[config.mk]
export PLATFORM = sky130hd
export DESIGN_NAME = prog_sequencer_flat
export DESIGN_NICKNAME = d
export VERILOG_FILES = /design/src/rtl/prog_sequencer_if.sv /design/src/rtl/prog_sequencer.sv /design/src/flat_wrapper.sv
export SDC_FILE = /design/constraint.sdc
export NUM_CORES = 1
export LEC_CHECK = 0
export CORE_MARGIN = 1.5
export CORE_UTILIZATION = 45
export CTS_CLUSTER_SIZE = 14
export DETAILED_ROUTE_END_ITERATION = 6
export GPL_ROUTABILITY_DRIVEN = 0
export PLACE_DENSITY = 0.72
export SETUP_SLACK_MARGIN = 0.4
export SYNTH_ARGS = -nofsm -noshare
export SYNTH_HDL_FRONTEND = slang
export SYNTH_SLANG_ARGS = --single-unit
[constraint.sdc]
create_clock -name CLK -period 4.2 [get_ports CLK]
set_input_delay 0.42 -clock CLK [delete_from_list [all_inputs] [get_ports CLK]]
set_output_delay 0.42 -clock CLK [all_outputs]
set_load 0.02 [all_outputs]
[src/rtl/prog_sequencer_if.sv]
// rtl/prog_sequencer_if.sv - request/core handshake bundle for prog_sequencer
interface prog_sequencer_if;
  logic       req;
  logic       core_halt;
  logic       core_init;
  logic       core_run;
  logic [7:0] start_pc;
  logic [1:0] prog_id;
  logic       ack;
  logic       timeout;

  modport master (
    input  req, core_halt,
    output core_init, core_run, start_pc, prog_id, ack, timeout
  );

  modport slave (
    output req, core_halt,
    input  core_init, core_run, start_pc, prog_id, ack, timeout
  );
endinterface

[src/rtl/prog_sequencer.sv]
// rtl/prog_sequencer.sv - launches three core programs in turn with a run watchdog
module prog_sequencer #(
  parameter logic [7:0]  PC0 = 8'd0,
  parameter logic [7:0]  PC1 = 8'd64,
  parameter logic [7:0]  PC2 = 8'd128,
  parameter logic [15:0] TMO = 16'd50000
) (
  input  logic CLK,
  input  logic start,
  prog_sequencer_if.master bus
);

  typedef enum logic [1:0] {IDLE, LOAD, RUN, DONE} state_t;

  state_t      state_q, state_d;
  logic        req_q, req_d;
  logic        req_block_q, req_block_d;
  logic [1:0]  prog_id_q, prog_id_d;
  logic [15:0] cnt_q, cnt_d;
  logic        timeout_q, timeout_d;
  logic        req_edge;

  always_comb begin
    state_d     = state_q;
    req_d       = bus.req;
    // A req held high across reset release must drop once before it can launch.
    req_block_d = req_block_q & bus.req;
    prog_id_d   = prog_id_q;
    cnt_d       = cnt_q;
    timeout_d   = timeout_q;
    req_edge    = bus.req & ~req_q & ~req_block_q;

    case (state_q)
      IDLE, DONE: begin
        if (req_edge) begin
          state_d   = LOAD;
          timeout_d = 1'b0;
        end
      end
      LOAD: begin
        cnt_d   = 16'd0;
        state_d = RUN;
      end
      RUN: begin
        cnt_d = cnt_q + 16'd1;
        if (bus.core_halt || cnt_q == TMO - 16'd1) begin
          state_d   = DONE;
          timeout_d = ~bus.core_halt;
          prog_id_d = (prog_id_q >= 2'd2) ? 2'd0 : prog_id_q + 2'd1;
        end
      end
      default: state_d = IDLE;
    endcase
  end

  always_ff @(posedge CLK) begin
    if (start) begin
      state_q     <= IDLE;
      req_q       <= 1'b0;
      req_block_q <= bus.req;
      prog_id_q   <= 2'd0;
      cnt_q       <= 16'd0;
      timeout_q   <= 1'b0;
    end else begin
      state_q     <= state_d;
      req_q       <= req_d;
      req_block_q <= req_block_d;
      prog_id_q   <= prog_id_d;
      cnt_q       <= cnt_d;
      timeout_q   <= timeout_d;
    end
  end

  always_comb begin
    bus.core_init = (state_q == LOAD);
    bus.core_run  = (state_q == RUN);
    bus.ack       = (state_q == DONE);
    bus.timeout   = timeout_q;
    bus.prog_id   = prog_id_q;
    case (prog_id_q)
      2'd1:    bus.start_pc = PC1;
      2'd2:    bus.start_pc = PC2;
      default: bus.start_pc = PC0;
    endcase
  end

endmodule

[src/flat_wrapper.sv]
// flat-port wrapper written by rule: the top's interface ports become plain ports
module prog_sequencer_flat 
#(
  parameter logic [7:0]  PC0 = 8'd0,
  parameter logic [7:0]  PC1 = 8'd64,
  parameter logic [7:0]  PC2 = 8'd128,
  parameter logic [15:0] TMO = 16'd50000
)
  (CLK, start, bus_req, bus_core_halt, bus_core_init, bus_core_run, bus_start_pc, bus_prog_id, bus_ack, bus_timeout);
  prog_sequencer_if bus_i ();
  input  logic CLK;
  input  logic start;
  input wire logic [$bits(bus_i.req)-1:0] bus_req;
  input wire logic [$bits(bus_i.core_halt)-1:0] bus_core_halt;
  output wire logic [$bits(bus_i.core_init)-1:0] bus_core_init;
  output wire logic [$bits(bus_i.core_run)-1:0] bus_core_run;
  output wire logic [$bits(bus_i.start_pc)-1:0] bus_start_pc;
  output wire logic [$bits(bus_i.prog_id)-1:0] bus_prog_id;
  output wire logic [$bits(bus_i.ack)-1:0] bus_ack;
  output wire logic [$bits(bus_i.timeout)-1:0] bus_timeout;
  assign bus_i.req = bus_req;
  assign bus_i.core_halt = bus_core_halt;
  assign bus_core_init = bus_i.core_init;
  assign bus_core_run = bus_i.core_run;
  assign bus_start_pc = bus_i.start_pc;
  assign bus_prog_id = bus_i.prog_id;
  assign bus_ack = bus_i.ack;
  assign bus_timeout = bus_i.timeout;
  prog_sequencer #(.PC0(PC0), .PC1(PC1), .PC2(PC2), .TMO(TMO)) u_core (.CLK(CLK), .start(start), .bus(bus_i));
endmodule
; ---- Word level (Yosys, flattened, before mapping)
; Cells that the tools add are included.
[word_totals]
out_inout_bits = 14
romBits = 0
memories = 0
in_bits = 4
ff_bits = 23
word_cells = 41
ramBits = 0
latch_bits = 0
[op_classes]
mul = 0
n_reduce_logical = 8
eq_ne = 8
div_mod_pow = 0
shift = 0
n_mux = 10
add_sub_neg = 2
n_lt_le_gt_ge = 1
n_bitwise = 6
[ops]
columns = op, n
row1 = $pmux 16 s2, 1
row2 = $add 16x1->16 const B, 1
row3 = $eq 16x16->1 const B, 1
row4 = $pmux 8 s2, 1
row5 = $eq 2x2->1 const B, 3
row6 = $mux 2, 3
row7 = $pmux 2 s3, 1
row8 = $eq 2x1->1 const B, 2
row9 = $ne 2x1->1 const B, 2
row10 = $reduce_and 2->1, 2
row11 = $reduce_bool 2->1, 2
row12 = $and 1x1->1, 3
row13 = $mux 1, 3
row14 = $not 1->1, 3
row15 = $reduce_and 3->1, 1
row16 = $add 2x1->2 const B, 1
row17 = $ge 2x2->1 const B, 1
row18 = $logic_not 2->1, 1
row19 = $pmux 1 s2, 1
row20 = $reduce_or 2->1, 1
row21 = $logic_or 1x1->1, 1

; ---- Depth between registers and ports, before layout
; Gate-level depths: netlist of run 1.
[depth]
word_depth = 5
ltp_mapped = 8
ltp_nobuf = 6

; ---- Worst setup path before layout of run 1
; OpenSTA, ideal clock, no wires.
[synth_timing]
path_kind = register to register
start = reg u_core.state_q[0]
end = reg u_core.cnt_q[12]
arrival_ps = 1953
path_slack_ps = 2187
path_stages_with_launch = 9
t_required_ps = 4141
period_less_slack_ps = 2013
setup_time_ps = 59
n_path_buf = 2
cell_sequence = dfxtp_1 > inv_1 > ha_1 > clkbuf_1 > and4b_1 > clkbuf_1 > nand2_1 > or4_1 > nand2_1
[synth_between]
elab_chain_len = 2
word_cells_on_any_way = 4
classes_between = eq/ne (2) / mux (1) / reduce/logical (1)
[synth_rtl]
columns = element, line_no
row1 = from (decl), prog_sequencer.sv:15  ; state_t state_q, state_d;
row2 = from (signal assigned), prog_sequencer.sv:65  ; state_q <= state_d;
row3 = $eq 2x2->1 or $eq 2x1->1 (tied branches), prog_sequencer.sv:33  ; case (state_q)
row4 = $pmux 16 s2 or $reduce_bool 2->1 (tied branches), --
row5 = to (signal assigned), prog_sequencer.sv:69  ; cnt_q <= cnt_d;
row6 = to (decl), prog_sequencer.sv:19  ; logic [15:0] cnt_q, cnt_d;
; Several ways; a longest one is shown, not always the timed one.
; A chain may end at the register's enable or synchronous reset.

; ---- Final worst setup path of run 1
; Same ends and word-level chain as after synthesis.

==> results of run 1 <==
[final cells by class]
type                    count  area (um2)
clock buffers               4        26.3
fillers                   242        1160
inverters                   6        22.5
multi-input cells         104         682
flip-flops and latches     23         460
well taps                  30        37.5
repair buffers             11         110
[per-stage QoR]
step	setup slack [ns]	cells	utilization, %	total power (W)
floorplan	2.19	143	-	0.000429
global placement	1.99	174	52.5	0.000479
detailed placement	1.91	174	52.5	0.000486
CTS	1.89	178	53.6	0.000591
global route	1.70	178	53.6	0.000630
finish	1.93	178	53.6	0.000584
[path summary, 6_finish.rpt]
| check | depth (start not counted) | slack (ns) | to |
|---|---|---|---|
| max | 5 | 1.93 | u_core.cnt_q[12]$_SDFFE_PP0P_ |
| min | 1 | 0.52 | u_core.req_block_q$_DFF_P_ |
| max reg2reg | 5 | 1.93 | u_core.cnt_q[12]$_SDFFE_PP0P_ |
| min reg2reg | 1 | 0.52 | u_core.req_block_q$_DFF_P_ |
[power by group]
part / switching [W] / total [W] / internal [W] / leakage (nW)
logic: 0.000132 / 0.000226 / 0.0000940 / 0.264
registers: 0.0000177 / 0.000255 / 0.000237 / 0.187
clock network: 0.0000660 / 0.000103 / 0.0000371 / 0.0150
[cells in the final DEF, fill, tap and decap left out, types with 6 or more instances in the layout]
master / count
inv_1: 6
a21oi_1: 7
nand2_1: 6
nand3_1: 7
dfxtp_1: 23
nor2_1: 15
xnor2_1: 8
clkdlybuf4s50_1: 11
conb_1: 6
[synthesized netlist by cell type, drive strengths merged]
library cell / number
nor3: 2
and2: 2
nand3: 7
o21a: 1
o41a: 1
nand4: 5
nor4: 5
nand2b: 1
and4b: 1
nand3b: 1
o41ai: 1
o221a: 1
a311oi: 1
or4b: 1
a31o: 1
nand4b: 1
or4: 2
ha: 5
or3: 2
nor2b: 5
a21oi: 7
buf: 6
and3: 2
xor2: 4
nand4bb: 2
conb: 1
mux2i: 1
xnor2: 8
o21bai: 1
or3b: 1
nor2: 15
nand2: 6
o211ai: 1
clkbuf: 4
dfxtp: 23
o21ai: 4
inv: 6
[critical path, delay by kind of cell (launching register included)]
family	cells	cell delay, ns
flip-flops	1	0.43
buffers and inverters	1	0.07
adder cells (fa/ha/maj)	1	0.42
AND/OR/NAND/NOR	2	0.29
AO/OA/AOI/OAI	1	0.97
[flip-flops by register name, summed over array words and instances, names as in the netlist]
signal	flops
u_core.bus.timeout	1
u_core.req_block_q	1
u_core.req_q	1
u_core.state_q	2
u_core.bus.prog_id	2
u_core.cnt_q	16
[routing by layer]
| metal | vias up | track usage (%) | wire length, um |
|---|---|---|---|
| met2 | 25 | 27.8 | 1040 |
| met3 | 5 | 3.83 | 92 |
| li1 | 499 | - | - |
| met5 | - | 0 | 0 |
| met1 | 457 | 21.9 | 1040 |
| met4 | 0 | 8.33 | 44 |
[kinds of logic after synthesis]
kind of cell / count (synthesis)
XOR/XNOR: 12
other: 1
adder cells (fa/ha/maj): 5
buffers and inverters: 16
AO/OA/AOI/OAI: 19
AND/OR/NAND/NOR: 61
flip-flops: 23
multiplexers: 1
==> run_results.csv, run 1 <==
group,metric,value,unit
timing,finalHoldWorstSlack,0.520,ns
cts,root_buffer,"clkbuf_4",
floorplanning,rows,18,
routing,routed_wirelength,2220,um
finish,drive_above_1_share,5.41,%
global_route,grt_max_degree,18,
finish,fin_nets,158,
routing,initialDrtViolationCount,11,
logic_synthesis,synth_top_area_share,38.2,%
cts,cts_setup_buffers,0,
outcome,status,"completed",
cts,cts_buffer_depth,2,
critical_path,cpPeakStageDelay,0.97,ns
cts,htreeDepth,1,
worst_hold_path,hp-class,"reg -> reg",
routing,ant_nets,0,
logic_synthesis,synth_fa_ha_area_share,5.19,%
power,leakagePower,0.466,nW
logic_synthesis,ys.warnings.count,0,
routing,wl_per_cell,12.5,um
timing,fin_setup_tns,0,ns
timing,skew,0.00329,ns
critical_path,critPathLaunch,"u_core.state_q[0]$_SDFFE_PP0P_",
global_route,grt_usage,17.4,%
run,maxCapViolCount,0,
timing,worst_pin_slew,1.19,ns
routing,avgViaCountPerCell,5.54,
finish,area_growth,11.0,%
critical_path,cp_max_fo,17,
timing,drv_slew,0,
logic_synthesis,synthesis.area,1210,um2
logic_synthesis,synth_xor_area_share,8.71,%
logic_synthesis,synth_compound_area_share,11.1,%
floorplanning,die_h,54.8,um
cts,clock_sink_count,23,
routing,drc,0,
critical_path,cp-start-kind,"register",
cts,cts_tree,"done",
critical_path,slowest_stage,"o21bai_1",
critical_path,crit_type,"reg -> reg",
floorplanning,start_util,48.2,%
routing,num_vias,986,
global_route,antenna_found_initial,0,
cts,cts_resized,0,
logic_synthesis,synth-simple-area-share,28.8,%
placed_design,dp_hpwl,1630,um
timing,grt_setup_unrepaired,"no",
routing,first_pass_iters,4,
floorplanning,die-area,3000,um2
logic_synthesis,yosysSeqAreaShare,38.2,%
logic_synthesis,synth_cell_type_count,37,
critical_path,crit_arrival,2.49,ns
global_route,grt.overflow.total,0,
logic_synthesis,synthMuxAreaShare,0.830,%
floorplanning,dieWidth,54.8,um
cts,insertion_delay,0.31,ns
timing,hold_viol,0,
logic_synthesis,synthTopCellsByArea,"dfxtp_1, xnor2_1, ha_1",
worst_hold_path,min-delay-start,"u_core.req_block_q$_DFF_P_",
cts,cts.clk_slew.worst_paths,0.12,ns
global_route,grt_pass1_wl,3750,um
power,peakVddDrop,432,uV
logic_synthesis,ys_ff_latch,23,
critical_path,rr_startpoint,"u_core.state_q[0]$_SDFFE_PP0P_",
floorplanning,ios,18,
placed_design,io_buffers,11,
power,cellPowerDensity,436,nW/um2
finish,design_area,1340,um2
timing,fin_crit_sh,54.1,%
critical_path,end_kind,"register",
critical_path,crit_path_cell_trace,"inv_1 -> ha_1 -> o21bai_1 -> or4_1 -> nand2_1",
logic_synthesis,synth_top_family_by_area,"simple AND/OR/NAND/NOR gates",
finish,diodes,0,
timing,fmax,440,MHz
logic_synthesis,synth_area_leader_cell,"dfxtp_1",
cts,cts_hold_buf,0,
timing,period_needed,2.27,ns
timing,maxSlewHeadroom,20.5,%
critical_path,worst-endpoint-required,4.42,ns
placed_design,dpl_cell_area,1310,um2
floorplanning,core_area,2500,um2
timing,finalSetupViolations,0,
cts,cts_inserted_buffers,3,
logic_synthesis,syn_avg_cell_area,8.74,um2
global_route,grt_pass1_vias,870,
logic_synthesis,syn_inst,138,
Note: power is estimated with default switching activity, not from simulation.
==> inputs of run 2 (changes only) <==
clock period = 2.1 ns   (was 4.2 ns; I/O delays follow)
==> run_results.csv, run 2 (synthesized netlist as in run 1, its figures left out) <==
group,metric,value,unit
placed_design,dp_hpwl,1890,um
worst_hold_path,hp-class,"reg -> reg",
finish,area_growth,25.8,%
floorplanning,die_h,54.8,um
timing,finalSetupViolations,0,
critical_path,cp-start-kind,"register",
critical_path,crit_type,"reg -> reg",
cts,root_buffer,"clkbuf_4",
cts,cts_inserted_buffers,3,
cts,htreeDepth,1,
critical_path,crit_arrival,2.12,ns
timing,grt_setup_unrepaired,"yes",
global_route,antenna_found_initial,0,
global_route,grt_pass1_vias,888,
placed_design,place_ws,0.230,ns
finish,diodes,0,
floorplanning,rows,18,
placed_design,io_buffers,11,
global_route,grt_usage,19.7,%
critical_path,worst-endpoint-required,2.37,ns
outcome,status,"completed",
global_route,grt.overflow.total,0,
power,peakVddDrop,883,uV
routing,first_pass_iters,4,
cts,cts_tree,"done",
routing,initialDrtViolationCount,40,
floorplanning,die-area,3000,um2
worst_hold_path,holdPathStages,2,
critical_path,end_kind,"register",
finish,top_register,"u_core.cnt_q",
cts,cts.clk_slew.worst_paths,0.14,ns
cts,insertion_delay,0.32,ns
timing,skew,0.0191,ns
finish,final_cell_mix,"dfxtp_1, nor2_1, xnor2_1, buf_4",
routing,routed_wirelength,2840,um
timing,period_needed,1.86,ns
floorplanning,ios,18,
timing,fin_crit_sh,88.3,%
routing,wl_per_cell,15.1,um
finish,drive_above_1_share,22.8,%
finish,largest_reg_flops,16,
timing,worst_slack,0.245,ns
timing,fmax,539,MHz
routing,num_vias,1082,
run,maxCapViolCount,0,
global_route,grt_max_degree,17,
cts,clock_sink_count,23,
finish,layout_commonest_cell,"dfxtp_1",
cts,cts_buffer_depth,2,
floorplanning,dieWidth,54.8,um
floorplanning,core_area,2500,um2
routing,avgViaCountPerCell,5.76,
critical_path,r2r_cells,4,
timing,drv_slew,0,
floorplanning,start_util,48.2,%
routing,drc,0,
routing,ant_nets,0,
timing,hold_viol,0,
power,cellPowerDensity,875,nW/um2
critical_path,cp_max_fo,4,
timing,fin_setup_tns,0,ns
finish,fin_nets,168,
global_route,grt_pass1_wl,4120,um
power,leakagePower,0.580,nW
## run 2: final cells by class
class / count / area (um2)
multi-input combinational: 104 / 769
clock buffer: 3 / 22.5
sequential: 23 / 470
fill: 222 / 982
inverter: 6 / 22.5
clock inverter: 1 / 5.00
tap: 30 / 37.5
timing repair buffer: 21 / 190
## run 2: what timing repair did
| action | CTS | global route |
|---|---|---|
| buffers inserted | 3 | 3 |
| endpoints found under the setup margin | 15 | 16 |
| hold endpoints to repair | 0 | 0 |
| pin swaps | 0 | 6 |
| cloned | 0 | 0 |
| resized for setup | 12 | 13 |
| hold buffers | 0 | 0 |
## run 2: final timing paths
kind         slack [ns]                                 end                           from
max                0.24  u_core.bus.prog_id[0]$_SDFFE_PP0P_  u_core.cnt_q[12]$_SDFFE_PP0P_
min                0.52       u_core.cnt_q[14]$_SDFFE_PP0P_  u_core.cnt_q[14]$_SDFFE_PP0P_
max reg2reg        0.24  u_core.bus.prog_id[0]$_SDFFE_PP0P_  u_core.cnt_q[12]$_SDFFE_PP0P_
min reg2reg        0.52       u_core.cnt_q[14]$_SDFFE_PP0P_  u_core.cnt_q[14]$_SDFFE_PP0P_
## run 2: metal layers
metal / track usage, % / wire (um) / vias up
li1: - / - / 515
met1: 26.6 / 1230 / 516
met2: 30.6 / 1380 / 43
met3: 3.83 / 176 / 8
met4: 7.92 / 59 / 0
met5: 0 / 0 / -
## run 2: through the flow
stage | instances | cell area [um2] | total power [W] | hold slack, ns | utilization [%]
finish | 188 | 1520 | 0.00133 | 0.520 | 60.7
global route | 188 | 1520 | 0.00140 | 0.551 | 60.7
CTS | 185 | 1430 | 0.00124 | 0.530 | 57.1
detailed placement | 178 | 1350 | 0.00103 | 0.502 | 53.9
global placement | 178 | 1350 | 0.00101 | 0.472 | 53.9
floorplan | 143 | 1240 | 0.000900 | 0.275 | -
## run 2: worst max-delay path, cell delays in order, from the launching register on
cell,delay [ns]
dfxtp_2,0.35
or4b_4,0.54
o41a_1,0.36
or4_1,0.41
a21oi_1,0.14
## run 2: report_power, final
| part | total (W) | internal [W] | leakage (nW) | switching, W |
|---|---|---|---|---|
| logic | 0.000596 | 0.000266 | 0.373 | 0.000329 |
| registers | 0.000523 | 0.000483 | 0.189 | 0.0000397 |
| clock network | 0.000209 | 0.0000713 | 0.0177 | 0.000138 |
==> inputs of run 3 (changes only) <==
CAP_MARGIN = 20   (was not set)
GPL_ROUTABILITY_DRIVEN = not set   (was 0)
==> results of run 3 <==
Final layout, timing and power as in run 2 (identical DEF).
